===== src/rtl/ctrl_pkg.sv =====
// ctrl_pkg: shared encodings for the pipelined MIPS control unit.
//   - opcode / func field values of the decoded instruction subset
//   - ALU operation codes, pc_src / reg_dst / mem_to_reg encodings
//   - ctrl_t: the control bundle carried through ID/EX, EX/MEM, MEM/WB
//   - CTRL_BUBBLE: the all-zero bundle (no writes, operation 000)
package ctrl_pkg;

  localparam logic [5:0] OP_RTYPE = 6'b000000;
  localparam logic [5:0] OP_LW    = 6'b100011;
  localparam logic [5:0] OP_SW    = 6'b101011;
  localparam logic [5:0] OP_BEQ   = 6'b000100;
  localparam logic [5:0] OP_BNE   = 6'b000101;
  localparam logic [5:0] OP_ADDI  = 6'b001000;
  localparam logic [5:0] OP_SLTI  = 6'b001010;
  localparam logic [5:0] OP_J     = 6'b000010;
  localparam logic [5:0] OP_JAL   = 6'b000011;
  localparam logic [5:0] OP_JR    = 6'b000110;

  localparam logic [5:0] FN_ADD  = 6'b100000;
  localparam logic [5:0] FN_SUB  = 6'b100010;
  localparam logic [5:0] FN_AND  = 6'b100100;
  localparam logic [5:0] FN_OR   = 6'b100101;
  localparam logic [5:0] FN_SLT  = 6'b101010;
  localparam logic [5:0] FN_MULT = 6'b011000;

  localparam logic [2:0] ALU_AND = 3'b000;
  localparam logic [2:0] ALU_OR  = 3'b001;
  localparam logic [2:0] ALU_ADD = 3'b010;
  localparam logic [2:0] ALU_MUL = 3'b011;
  localparam logic [2:0] ALU_SUB = 3'b110;
  localparam logic [2:0] ALU_SLT = 3'b111;

  localparam logic [1:0] PC_SEQ    = 2'b00;
  localparam logic [1:0] PC_BRANCH = 2'b01;
  localparam logic [1:0] PC_JUMP   = 2'b10;
  localparam logic [1:0] PC_REG    = 2'b11;

  localparam logic [1:0] RD_RT = 2'b00;
  localparam logic [1:0] RD_RD = 2'b01;
  localparam logic [1:0] RD_RA = 2'b10;

  localparam logic [1:0] WB_ALU = 2'b00;
  localparam logic [1:0] WB_MEM = 2'b01;
  localparam logic [1:0] WB_PC4 = 2'b10;

  typedef struct packed {
    logic [1:0] reg_dst;
    logic [1:0] mem_to_reg;
    logic       reg_write;
    logic       alu_src;
    logic       mem_read;
    logic       mem_write;
    logic [2:0] operation;
  } ctrl_t;

  localparam ctrl_t CTRL_BUBBLE = '0;

endpackage


===== src/rtl/alu_op_decode.sv =====
// alu_op_decode: combinational opcode/func -> ALU operation map.
//   opcode, func : ID-stage instruction fields
//   operation    : ALU operation code (000 for anything illegal)
//   illegal      : instruction is outside the decoded subset
module alu_op_decode
  import ctrl_pkg::*;
(
  input  logic [5:0] opcode,
  input  logic [5:0] func,
  output logic [2:0] operation,
  output logic       illegal
);

  always_comb begin
    operation = ALU_AND;
    illegal   = 1'b0;
    case (opcode)
      OP_RTYPE: begin
        case (func)
          FN_ADD:  operation = ALU_ADD;
          FN_SUB:  operation = ALU_SUB;
          FN_AND:  operation = ALU_AND;
          FN_OR:   operation = ALU_OR;
          FN_SLT:  operation = ALU_SLT;
          FN_MULT: operation = ALU_MUL;
          default: illegal   = 1'b1;
        endcase
      end
      OP_LW, OP_SW, OP_ADDI: operation = ALU_ADD;
      OP_BEQ, OP_BNE:        operation = ALU_SUB;
      OP_SLTI:               operation = ALU_SLT;
      OP_J, OP_JAL, OP_JR:   operation = ALU_AND;
      default:               illegal   = 1'b1;
    endcase
  end

endmodule


===== src/rtl/pipe_ctrl_unit.sv =====
// pipe_ctrl_unit: pipelined MIPS control unit with hazard handling.
//   Decodes the ID-stage instruction, carries its control bundle through
//   ID/EX, EX/MEM and MEM/WB, detects load-use and branch-operand hazards,
//   sequences a multi-cycle mult and drives the front-end enables.
// Ports:
//   clk, rst                 : clock, asynchronous active-high reset
//   opcode, func             : ID-stage instruction fields
//   id_rs, id_rt             : ID-stage source registers
//   ex_dst_reg, mem_dst_reg  : datapath destination registers in EX / MEM
//   operands_equal           : ID-stage register comparator
//   pc_write, ifid_write     : front-end enables (0 while stalled or in reset)
//   if_flush, pc_src         : redirect controls
//   ex_reg_dst, ex_alu_src, ex_operation : EX controls
//   mem_read, mem_write      : MEM controls
//   wb_reg_write, wb_mem_to_reg : WB controls
//   mul_busy                 : multiply sequencer is in BUSY
//   illegal_op               : one-cycle pulse while an illegal instruction is in EX
module pipe_ctrl_unit
  import ctrl_pkg::*;
#(
  parameter int MUL_LATENCY = 4,
  parameter int REG_AW      = 5
) (
  input  logic              clk,
  input  logic              rst,
  input  logic [5:0]        opcode,
  input  logic [5:0]        func,
  input  logic [REG_AW-1:0] id_rs,
  input  logic [REG_AW-1:0] id_rt,
  input  logic [REG_AW-1:0] ex_dst_reg,
  input  logic [REG_AW-1:0] mem_dst_reg,
  input  logic              operands_equal,
  output logic              pc_write,
  output logic              ifid_write,
  output logic              if_flush,
  output logic [1:0]        pc_src,
  output logic [1:0]        ex_reg_dst,
  output logic              ex_alu_src,
  output logic [2:0]        ex_operation,
  output logic              mem_read,
  output logic              mem_write,
  output logic              wb_reg_write,
  output logic [1:0]        wb_mem_to_reg,
  output logic              mul_busy,
  output logic              illegal_op
);

  localparam logic [0:0] ST_IDLE = 1'b0;
  localparam logic [0:0] ST_BUSY = 1'b1;

  localparam int              CNT_W     = (MUL_LATENCY > 1) ? $clog2(MUL_LATENCY) : 1;
  localparam logic [CNT_W-1:0] CNT_LOAD = CNT_W'(MUL_LATENCY - 1);
  localparam logic [CNT_W-1:0] CNT_LAST = CNT_W'(1);
  localparam bit              MUL_MULTI = (MUL_LATENCY > 1);

  ctrl_t             id_ctrl;
  logic [2:0]        id_op;
  logic              id_illegal;
  logic              uses_rs, uses_rt;
  logic              is_beq, is_bne, is_j, is_jal, is_jr;

  ctrl_t             ex_ctrl_p0, mem_ctrl_p1, wb_ctrl_p2;
  logic              ex_ill_p0;

  logic [0:0]        mul_state;
  logic [CNT_W-1:0]  mul_cnt;
  logic              mul_stall;

  logic              ex_match, mem_match, load_use, branch_haz, hazard_stall;
  logic              redirect;
  logic [1:0]        redirect_src;
  logic              stall_any;

  alu_op_decode u_alu_op_decode (
    .opcode    (opcode),
    .func      (func),
    .operation (id_op),
    .illegal   (id_illegal)
  );

  // ID: main decode
  always_comb begin
    id_ctrl = CTRL_BUBBLE;
    uses_rs = 1'b0;
    uses_rt = 1'b0;
    is_beq  = 1'b0;
    is_bne  = 1'b0;
    is_j    = 1'b0;
    is_jal  = 1'b0;
    is_jr   = 1'b0;
    if (!id_illegal) begin
      id_ctrl.operation = id_op;
      case (opcode)
        OP_RTYPE: begin
          id_ctrl.reg_dst   = RD_RD;
          id_ctrl.reg_write = 1'b1;
          uses_rs = 1'b1;
          uses_rt = 1'b1;
        end
        OP_LW: begin
          id_ctrl.reg_dst    = RD_RT;
          id_ctrl.mem_to_reg = WB_MEM;
          id_ctrl.reg_write  = 1'b1;
          id_ctrl.alu_src    = 1'b1;
          id_ctrl.mem_read   = 1'b1;
          uses_rs = 1'b1;
        end
        OP_SW: begin
          id_ctrl.alu_src   = 1'b1;
          id_ctrl.mem_write = 1'b1;
          uses_rs = 1'b1;
          uses_rt = 1'b1;
        end
        OP_BEQ: begin
          is_beq  = 1'b1;
          uses_rs = 1'b1;
          uses_rt = 1'b1;
        end
        OP_BNE: begin
          is_bne  = 1'b1;
          uses_rs = 1'b1;
          uses_rt = 1'b1;
        end
        OP_ADDI, OP_SLTI: begin
          id_ctrl.reg_dst   = RD_RT;
          id_ctrl.reg_write = 1'b1;
          id_ctrl.alu_src   = 1'b1;
          uses_rs = 1'b1;
        end
        OP_J: is_j = 1'b1;
        OP_JAL: begin
          is_jal = 1'b1;
          id_ctrl.reg_dst    = RD_RA;
          id_ctrl.mem_to_reg = WB_PC4;
          id_ctrl.reg_write  = 1'b1;
        end
        OP_JR: begin
          is_jr   = 1'b1;
          uses_rs = 1'b1;
        end
        default: ;
      endcase
    end
  end

  // ID: hazard detection and redirect; branches resolve here, so their
  // operands must not still be in flight from an EX writer or a MEM load.
  always_comb begin
    ex_match  = (uses_rs && (ex_dst_reg == id_rs)) || (uses_rt && (ex_dst_reg == id_rt));
    mem_match = (uses_rs && (mem_dst_reg == id_rs)) || (uses_rt && (mem_dst_reg == id_rt));
    load_use  = ex_ctrl_p0.mem_read && (ex_dst_reg != '0) && ex_match;
    branch_haz = (is_beq || is_bne || is_jr) &&
                 ((ex_ctrl_p0.reg_write && (ex_dst_reg != '0) && ex_match) ||
                  (mem_ctrl_p1.mem_read && (mem_dst_reg != '0) && mem_match));
    hazard_stall = load_use || branch_haz;

    redirect     = 1'b0;
    redirect_src = PC_SEQ;
    if ((is_beq && operands_equal) || (is_bne && !operands_equal)) begin
      redirect     = 1'b1;
      redirect_src = PC_BRANCH;
    end else if (is_j || is_jal) begin
      redirect     = 1'b1;
      redirect_src = PC_JUMP;
    end else if (is_jr) begin
      redirect     = 1'b1;
      redirect_src = PC_REG;
    end
  end

  // The mult is held in EX for its first cycle (IDLE) and every BUSY cycle
  // except the last one, so it occupies EX for exactly MUL_LATENCY cycles.
  always_comb begin
    mul_stall = 1'b0;
    if (MUL_MULTI) begin
      if (mul_state == ST_IDLE)
        mul_stall = (ex_ctrl_p0.operation == ALU_MUL);
      else
        mul_stall = (mul_cnt != CNT_LAST);
    end
  end

  assign stall_any  = mul_stall || hazard_stall;
  assign pc_write   = !rst && !stall_any;
  assign ifid_write = !rst && !stall_any;
  assign if_flush   = !rst && !stall_any && redirect;
  assign pc_src     = (rst || stall_any) ? PC_SEQ : redirect_src;

  always_ff @(posedge clk or posedge rst) begin
    if (rst) begin
      mul_state <= ST_IDLE;
      mul_cnt   <= '0;
    end else begin
      case (mul_state)
        ST_IDLE: begin
          if (MUL_MULTI && (ex_ctrl_p0.operation == ALU_MUL)) begin
            mul_state <= ST_BUSY;
            mul_cnt   <= CNT_LOAD;
          end
        end
        default: begin
          mul_cnt <= mul_cnt - CNT_LAST;
          if (mul_cnt == CNT_LAST)
            mul_state <= ST_IDLE;
        end
      endcase
    end
  end

  always_ff @(posedge clk or posedge rst) begin
    if (rst) begin
      ex_ctrl_p0  <= CTRL_BUBBLE;
      ex_ill_p0   <= 1'b0;
      mem_ctrl_p1 <= CTRL_BUBBLE;
      wb_ctrl_p2  <= CTRL_BUBBLE;
    end else begin
      // ID -> EX
      if (!mul_stall) begin
        if (hazard_stall) begin
          ex_ctrl_p0 <= CTRL_BUBBLE;
          ex_ill_p0  <= 1'b0;
        end else begin
          ex_ctrl_p0 <= id_ctrl;
          ex_ill_p0  <= id_illegal;
        end
      end
      // EX -> MEM
      mem_ctrl_p1 <= mul_stall ? CTRL_BUBBLE : ex_ctrl_p0;
      // MEM -> WB
      wb_ctrl_p2  <= mem_ctrl_p1;
    end
  end

  assign ex_reg_dst    = ex_ctrl_p0.reg_dst;
  assign ex_alu_src    = ex_ctrl_p0.alu_src;
  assign ex_operation  = ex_ctrl_p0.operation;
  assign mem_read      = mem_ctrl_p1.mem_read;
  assign mem_write     = mem_ctrl_p1.mem_write;
  assign wb_reg_write  = wb_ctrl_p2.reg_write;
  assign wb_mem_to_reg = wb_ctrl_p2.mem_to_reg;
  assign mul_busy      = (mul_state == ST_BUSY);
  assign illegal_op    = ex_ill_p0;

  // WB only consumes the write-back fields of the bundle.
  logic wb_unused;
  assign wb_unused = ^{wb_ctrl_p2.reg_dst, wb_ctrl_p2.alu_src, wb_ctrl_p2.mem_read,
                       wb_ctrl_p2.mem_write, wb_ctrl_p2.operation};

endmodule


===== config.mk =====
export PLATFORM = sky130hd
export DESIGN_NAME = pipe_ctrl_unit
export DESIGN_NICKNAME = d
export VERILOG_FILES = /design/src/rtl/ctrl_pkg.sv /design/src/rtl/alu_op_decode.sv /design/src/rtl/pipe_ctrl_unit.sv
export SDC_FILE = /design/constraint.sdc
export NUM_CORES = 1
export LEC_CHECK = 0
export ABC_AREA = 1
export CAP_MARGIN = 30
export CORE_MARGIN = 5
export CORE_UTILIZATION = 35
export CTS_CLUSTER_DIAMETER = 60
export DETAILED_ROUTE_END_ITERATION = 8
export GPL_TIMING_DRIVEN = 0
export MAX_ROUTING_LAYER = met4
export PLACE_DENSITY_LB_ADDON = 0.15
export SLEW_MARGIN = 0
export SYNTH_ARGS = -nofsm -noshare
export SYNTH_HDL_FRONTEND = slang
export SYNTH_SLANG_ARGS = --single-unit

===== constraint.sdc =====
create_clock -name clk -period 3.32 [get_ports clk]
set_input_delay 0.996 -clock clk [delete_from_list [all_inputs] [get_ports clk]]
set_output_delay 0.996 -clock clk [all_outputs]
set_load 0.01 [all_outputs]

# Yosys cells after proc, flatten, opt, wreduce, memory -nomap -nowiden
# Cells that the tools add are included.
[word_totals] ff_bits=23 inputBits=35 out_inout_bits=18 word_cells=120
[op_classes] n_addsub=1 n_eq_ne=22 mux=41 n_reduce_logical=40
[ops] cell="== test 6 bit (second input constant)" n=7
[ops] cell="2-to-1 mux 1 bit" n=27
[ops] cell="2-to-1 mux 11 bit" n=2
[ops] cell="== test 5 bit" n=4
[ops] cell="== test 6 x 3 -> 1 bit (second input constant)" n=3
[ops] cell="logical AND 1 bit" n=15
[ops] cell="one-hot mux 3 bit (5 select lines)" n=1
[ops] cell="== test 6 x 2 -> 1 bit (second input constant)" n=2
[ops] cell="== test 6 x 4 -> 1 bit (second input constant)" n=2
[ops] cell="2-to-1 mux 2 bit" n=6
[ops] cell="one-hot mux 3 bit (4 select lines)" n=1
[ops] cell="logical OR 1 bit" n=10
[ops] cell="nonzero test 5 bit" n=2
[ops] cell="2-to-1 mux 9 bit" n=1
[ops] cell="OR reduction 9 bit" n=1
[ops] cell="one-hot mux 2 bit (2 select lines)" n=2
[ops] cell="OR reduction 4 bit" n=2
[ops] cell="OR reduction 8 bit" n=1
[ops] cell="== test 6 x 5 -> 1 bit (second input constant)" n=1
[ops] cell="logical NOT 6 bit" n=1
[ops] cell="OR reduction 6 bit" n=1
[ops] cell="OR reduction 5 bit" n=1
[ops] cell="== test 3 x 2 -> 1 bit (second input constant)" n=1
[ops] cell="logical NOT 1 bit" n=3
[ops] cell="7 further kinds" n=7

# Longest topological paths before layout
[depth] word_depth=15 depth_mapped=15 mapped_depth_nobuf=14

# Cells and area by module
# Synthesis repeated with hierarchy kept, for this count alone.
[unflattened] cells_unflattened=245 area_unflattened_um2=1687.9
[by_module_without_submodules] mod="pipe_ctrl_unit" instances=1 cells_each=181 area_each_um2=1410.1 seq_area_each_um2=575.6
[by_module_without_submodules] mod="alu_op_decode" instances=1 cells_each=64 area_each_um2=277.8 seq_area_each_um2=0.0

# Worst setup path before layout
# No wires, ideal clock.
[synth_timing] kind="input port to output port" startpoint="in opcode[0]" endpoint="out pc_write" t_arrival_ns=2.263 t_required_ns=2.324 setup_slack_ns=0.061 cell_stages=10 path_buffers=1 path_cell_list="nor2_2 -> nand3_4 -> clkinv_1 -> nand4_2 -> nand4_1 -> nand2_2 -> a21oi_4 -> nand3_4 -> inv_2 -> buf_4"
[synth_via] elab_chain_cells=13 word_cells_on_any_way=41 classes_between="9 x eq/ne; 11 x mux; 21 x reduce/logical"
[synth_rtl] element="start, declared" line_no="pipe_ctrl_unit.sv:26" text="input logic [5:0] opcode,"
[synth_rtl] element="== test 6 bit (tied with other cells)" line_no="alu_op_decode.sv:17, pipe_ctrl_unit.sv:93"
[synth_rtl] element="OR reduction 9 bit (no line) (tied with other cells)"
[synth_rtl] element="one-hot mux 1 bit (2 select lines) or 2-to-1 mux 1 bit (tied branches)" line_no="alu_op_decode.sv:17, pipe_ctrl_unit.sv:93"
[synth_rtl] element="2-to-1 mux 1 bit" line_no="pipe_ctrl_unit.sv:91" text="if (!id_illegal) begin"
[synth_rtl] element="logical AND 1 bit (on tied branches)" line_no="pipe_ctrl_unit.sv:149, pipe_ctrl_unit.sv:150"
[synth_rtl] element="logical OR 1 bit (on tied branches)" line_no="pipe_ctrl_unit.sv:149, pipe_ctrl_unit.sv:150"
[synth_rtl] element="logical AND 1 bit (on tied branches)" line_no="pipe_ctrl_unit.sv:153, pipe_ctrl_unit.sv:154"
[synth_rtl] element="logical OR 1 bit" line_no="pipe_ctrl_unit.sv:153" text="((ex_ctrl_p0.reg_write && (ex_dst_reg != '0) && ex_match) ||"
[synth_rtl] element="logical AND 1 bit" line_no="pipe_ctrl_unit.sv:152" text="branch_haz = (is_beq || is_bne || is_jr) &&"
[synth_rtl] element="logical OR 1 bit *" line_no="pipe_ctrl_unit.sv:155" text="hazard_stall = load_use || branch_haz;"
[synth_rtl] element="logical OR 1 bit *" line_no="pipe_ctrl_unit.sv:183" text="assign stall_any = mul_stall || hazard_stall;"
[synth_rtl] element="logical NOT 1 bit *"
[synth_rtl] element="logical AND 1 bit *"
[synth_rtl] element="end, declared" line_no="pipe_ctrl_unit.sv:33" text="output logic pc_write,"
# Every way passes the cells marked *; elsewhere a longest branch is shown, timed or not.

# Worst setup path in the final report
[layout_timing] startpoint="in opcode[5]" endpoint="out pc_write"
[layout_via] elab_chain_cells=13 word_cells_on_any_way=41 classes_between="9 x eq/ne; 11 x mux; 21 x reduce/logical"
[layout_rtl] element="== test 6 bit (tied with other cells)" line_no="alu_op_decode.sv:17, pipe_ctrl_unit.sv:93"
[layout_rtl] element="OR reduction 9 bit (no line) (tied with other cells)"
[layout_rtl] element="one-hot mux 1 bit (2 select lines) or 2-to-1 mux 1 bit (tied branches)" line_no="alu_op_decode.sv:17, pipe_ctrl_unit.sv:93"
[layout_rtl] element="2-to-1 mux 1 bit" line_no="pipe_ctrl_unit.sv:91"
[layout_rtl] element="logical AND 1 bit (on tied branches)" line_no="pipe_ctrl_unit.sv:149, pipe_ctrl_unit.sv:150"
[layout_rtl] element="logical OR 1 bit (on tied branches)" line_no="pipe_ctrl_unit.sv:149, pipe_ctrl_unit.sv:150"
[layout_rtl] element="logical AND 1 bit (on tied branches)" line_no="pipe_ctrl_unit.sv:153, pipe_ctrl_unit.sv:154"
[layout_rtl] element="logical OR 1 bit" line_no="pipe_ctrl_unit.sv:153"
[layout_rtl] element="logical AND 1 bit" line_no="pipe_ctrl_unit.sv:152"
[layout_rtl] element="logical OR 1 bit *" line_no="pipe_ctrl_unit.sv:155"
[layout_rtl] element="logical OR 1 bit *" line_no="pipe_ctrl_unit.sv:183"
[layout_rtl] element="logical NOT 1 bit *" line_no="pipe_ctrl_unit.sv:184" text="assign pc_write = !rst && !stall_any;"
[layout_rtl] element="logical AND 1 bit *" line_no="pipe_ctrl_unit.sv:184"
# Marks and branches as above.

==> summary.md <==
| Metric | Value |
|---|---|
| Status | finished, violations left |
| Failing checks | negative setup slack |
| Worst-Margin Slew | 786 ps |
| Final Non-Filler Cells | 364 |
| Register share of total power | 43.2% |
| Syn Nets | 258 |
| Worst Setup End Kind | primary output |
| Internal power | 0.504 mW |
| Detailed Routing Iterations Pass 1 | 4 |
| Top cells by area, synth | dfrtp_1, nand2_1, xnor2_1, inv_1, nand3_1 |
| DIE HEIGHT | 78.5 um |
| DP Area | 0.00223 mm^2 |
| PD cells | 262 mW/mm^2 |
| Largest net degree at the start of global routing | 13 |
| Worst-path cell chain | buf_8 -> nor2_4 -> nand2_2 -> a21oi_2 -> nor2_4 -> nand3_4 -> nand4_1 -> nand2_2 -> nand2_1 -> nand2_2 -> nand2_4 -> nand3_4 -> inv_2 -> buf_6 -> buf_6 |
| Crit-path max FO | 5 |
| Clock power frac | 23.0% |
| Total Wirelength | 4.36 mm |
| HPWL after detailed placement | 3.02 mm |
| WS Path Type | primary input to primary output |
| CTS Sinks | 23 |
| Cells after synthesis | 222 |
| Io pins | 53 |
| Total track usage | 14.3% |
| Clock Skews | 3.10 ps |
| Mapped cell area | 0.00164 mm^2 |
| Peak VDD IR | 0.148 mV |
| EDFF count, synth | 0 |
| First-pass GRT wire length | 7.09 mm |
| H-tree levels | 1 |
| Layout cells sized above 1 | 40.3% |
| Switching portion of total power | 29.4% |
| Hold WC Path Type | flop to flop |
| TritonCTS clock tree | done |
| Die Span X | 78.5 um |
| Final Instance Area | 0.00273 mm^2 |
| Antenna viol nets, final | 0 |
| Synth Area per Inst | 7.39 um^2 |
| Most common cell after layout, fill and taps aside | nand2_1 |
| WP data required | 2320 ps |
| Share of the synthesized area in the top cell type | 35.1% |
| Pleak | 1.35 nW |
| Worst path slowest cell | nor2_4 |
| Yosys top cell by area | dfrtp_1 |
| Slew HR | 47.4% |
| Area Overhead vs Synth | 66.1% |
| Root Driver | clkbuf_8 |
| Vias in the first global route | 1683 |
| PortBufs | 52 |
| Largest Register | ex_ctrl_p0 |
| Cell repeated most along the worst path | nand2_2 |
| Core Util, Final | 58.9% |
| Final setup viols | 7 |
| Final net count | 347 |
| Register area | 576 um^2 |
| Num rows | 25 |
| Worst stage delay on the critical path | 200 ps |
| Post-Synth Adder-Cell Area | 0.762% |
| Compound-Gate Fraction of Synth Area | 6.55% |
| Most frequent cells in the layout | nand2_1, buf_4, dfrtp_1 |
| Post-DR wirelength/cell | 12.0 um |
| Hold_buf cts | 0 |
| Initial antenna violation count | 0 |
| Skew-Pair Late Insertion Delay | 250 ps |
| PnR worst setup slack | -175 ps |
| Final min period | 3490 ps |
| Largest family of logic cells by synthesized area | simple AND/OR/NAND/NOR gates |
| Gp weighted congestion | 0.809 |
| R2R setup slack | 1410 ps |
| Post-Synth XOR/XNOR Area | 10.7% |
| Core area | 0.00463 mm^2 |
| Clock slew at reported path FFs | 70 ps |
| Highest Clock Rate | 286 MHz |
| Post-synthesis simple-gate area fraction | 36.9% |
| Async set or reset register ratio after synthesis | 100% |
| Post-synthesis sequential area ratio | 35.1% |
| Number of flip-flops in the largest register | 5 |
| Drt drc | 0 |
| Crit path DAT | 2500 ps |
| Initial Util | 35.5% |
| Distinct cell type count after synthesis | 32 |
| Via density | 4.57 |
| Grt total ovfl | 0 |
| Detailed-route via count | 1663 |
| Number of max-cap violations | 0 |
| Num CTS Buffers | 3 |
| Die area | 0.00616 mm^2 |
| Clock Path Buffers | 2 |
| Mux cell area share after synthesis | 0% |
| Dpl cells | 328 |
| Iteration-0 DRC Markers | 42 |
| Number of fill cells in the layout | 426 |
| Antenna diode count | 0 |
| Final hold viol count | 0 |
| P_sw | 0.210 mW |
| CP startpoint kind | primary input |
| FF+latch count, synth | 23 |
| Logic gate share of total power | 33.9% |
| Synth Flop Type | dfrtp_1 |
| Final period util | 105% |
| Area of the multi-input gates | 0.00111 mm^2 |
| Ys Warns | 0 |
| RSZ-0062 raised after global routing | true |
| Max-slew violations | 0 |
## power groups by stage
stage	Clock, mW	Combinational [mW]	Sequential (mW)
3_3_place_gp	0	0.190	0.314
4_1_cts	0.172	0.223	0.309
5_1_grt	0.181	0.269	0.312
6_report	0.164	0.242	0.308
3_5_place_dp	0	0.192	0.314
2_1_floorplan	0	0.101	0.314
## metrics by stage
step	TNS, ps	hold slack [ps]	power (mW)	worst slack, ps
after floorplan	0	331	0.415	60.8
after global placement	-5510	332	0.504	-1150
after detailed placement	-5560	336	0.507	-1160
after CTS	-826	353	0.703	-140
after global routing	-1560	357	0.762	-271
final	-850	349	0.714	-175
## logic make-up (layout without fill, tap and decap cells)
| group | count (synthesis) | count (layout) |
|---|---|---|
| AND/OR/NAND/NOR | 123 | 123 |
| buffers and inverters | 38 | 126 |
| flip-flops | 23 | 23 |
| XOR/XNOR | 20 | 20 |
| AO/OA/AOI/OAI | 17 | 17 |
| adder cells (fa/ha/maj) | 1 | 1 |
## what timing repair did
action,4_1_cts,5_1_grt
setup buffers,24,8
gates resized for setup,159,32
endpoints found under the setup margin,5,8
pin swaps,48,25
gates cloned,1,0
## worst max-delay path, delay by kind of cell
kind	cells	cell delay [ps]
buffers and inverters	4	370
and+or+nand+nor	10	980
AOI/OAI and AO/OA	1	150
## worst paths after layout
check / startpoint / to / cells after the start
setup / recovery: opcode[5] / pc_write / 15
hold / removal: mem_ctrl_p1[8]$_DFF_PP0_ / wb_mem_to_reg[1]$_DFF_PP0_ / 0
setup reg to reg: mul_cnt[0]$_DFFE_PP0P_ / ex_operation[1]$_DFFE_PP0N_ / 7
hold reg to reg: mem_ctrl_p1[8]$_DFF_PP0_ / wb_mem_to_reg[1]$_DFF_PP0_ / 0
max in group asynchronous: rst / illegal_op$_DFFE_PP0N_ / 2
min in group asynchronous: rst / mul_cnt[1]$_DFFE_PP0P_ / 2
## metal layers
metal	part of all wire (%)	routed length [um]	GRT usage [%]
met1	43	1890	17.4
met5	0	0	-
met2	51	2200	24.9
met3	3.4	148	1.03
met4	2.8	121	5.42
## final cells by class
class	count	share of cell area [%]
Timing Repair Buffer	83	26.7
Timing Repair inverter	1	0.184
Sequential cell	23	21.1
Tap cell	54	2.48
Inverter	31	5.14
Buffer	7	1.93
Multi-Input combinational cell	161	40.8
Clock buffer	4	1.65
## synthesized netlist by cell type, types with 6 or more instances
| library cell | n |
|---|---|
| nand2_1 | 50 |
| inv_1 | 27 |
| dfrtp_1 | 23 |
| nor2_1 | 23 |
| nand3_1 | 19 |
| xnor2_1 | 16 |
| nor2_2 | 9 |
| buf_4 | 6 |
| o21ai_0 | 6 |
No activity file was read; power rests on OpenSTA's default activity.
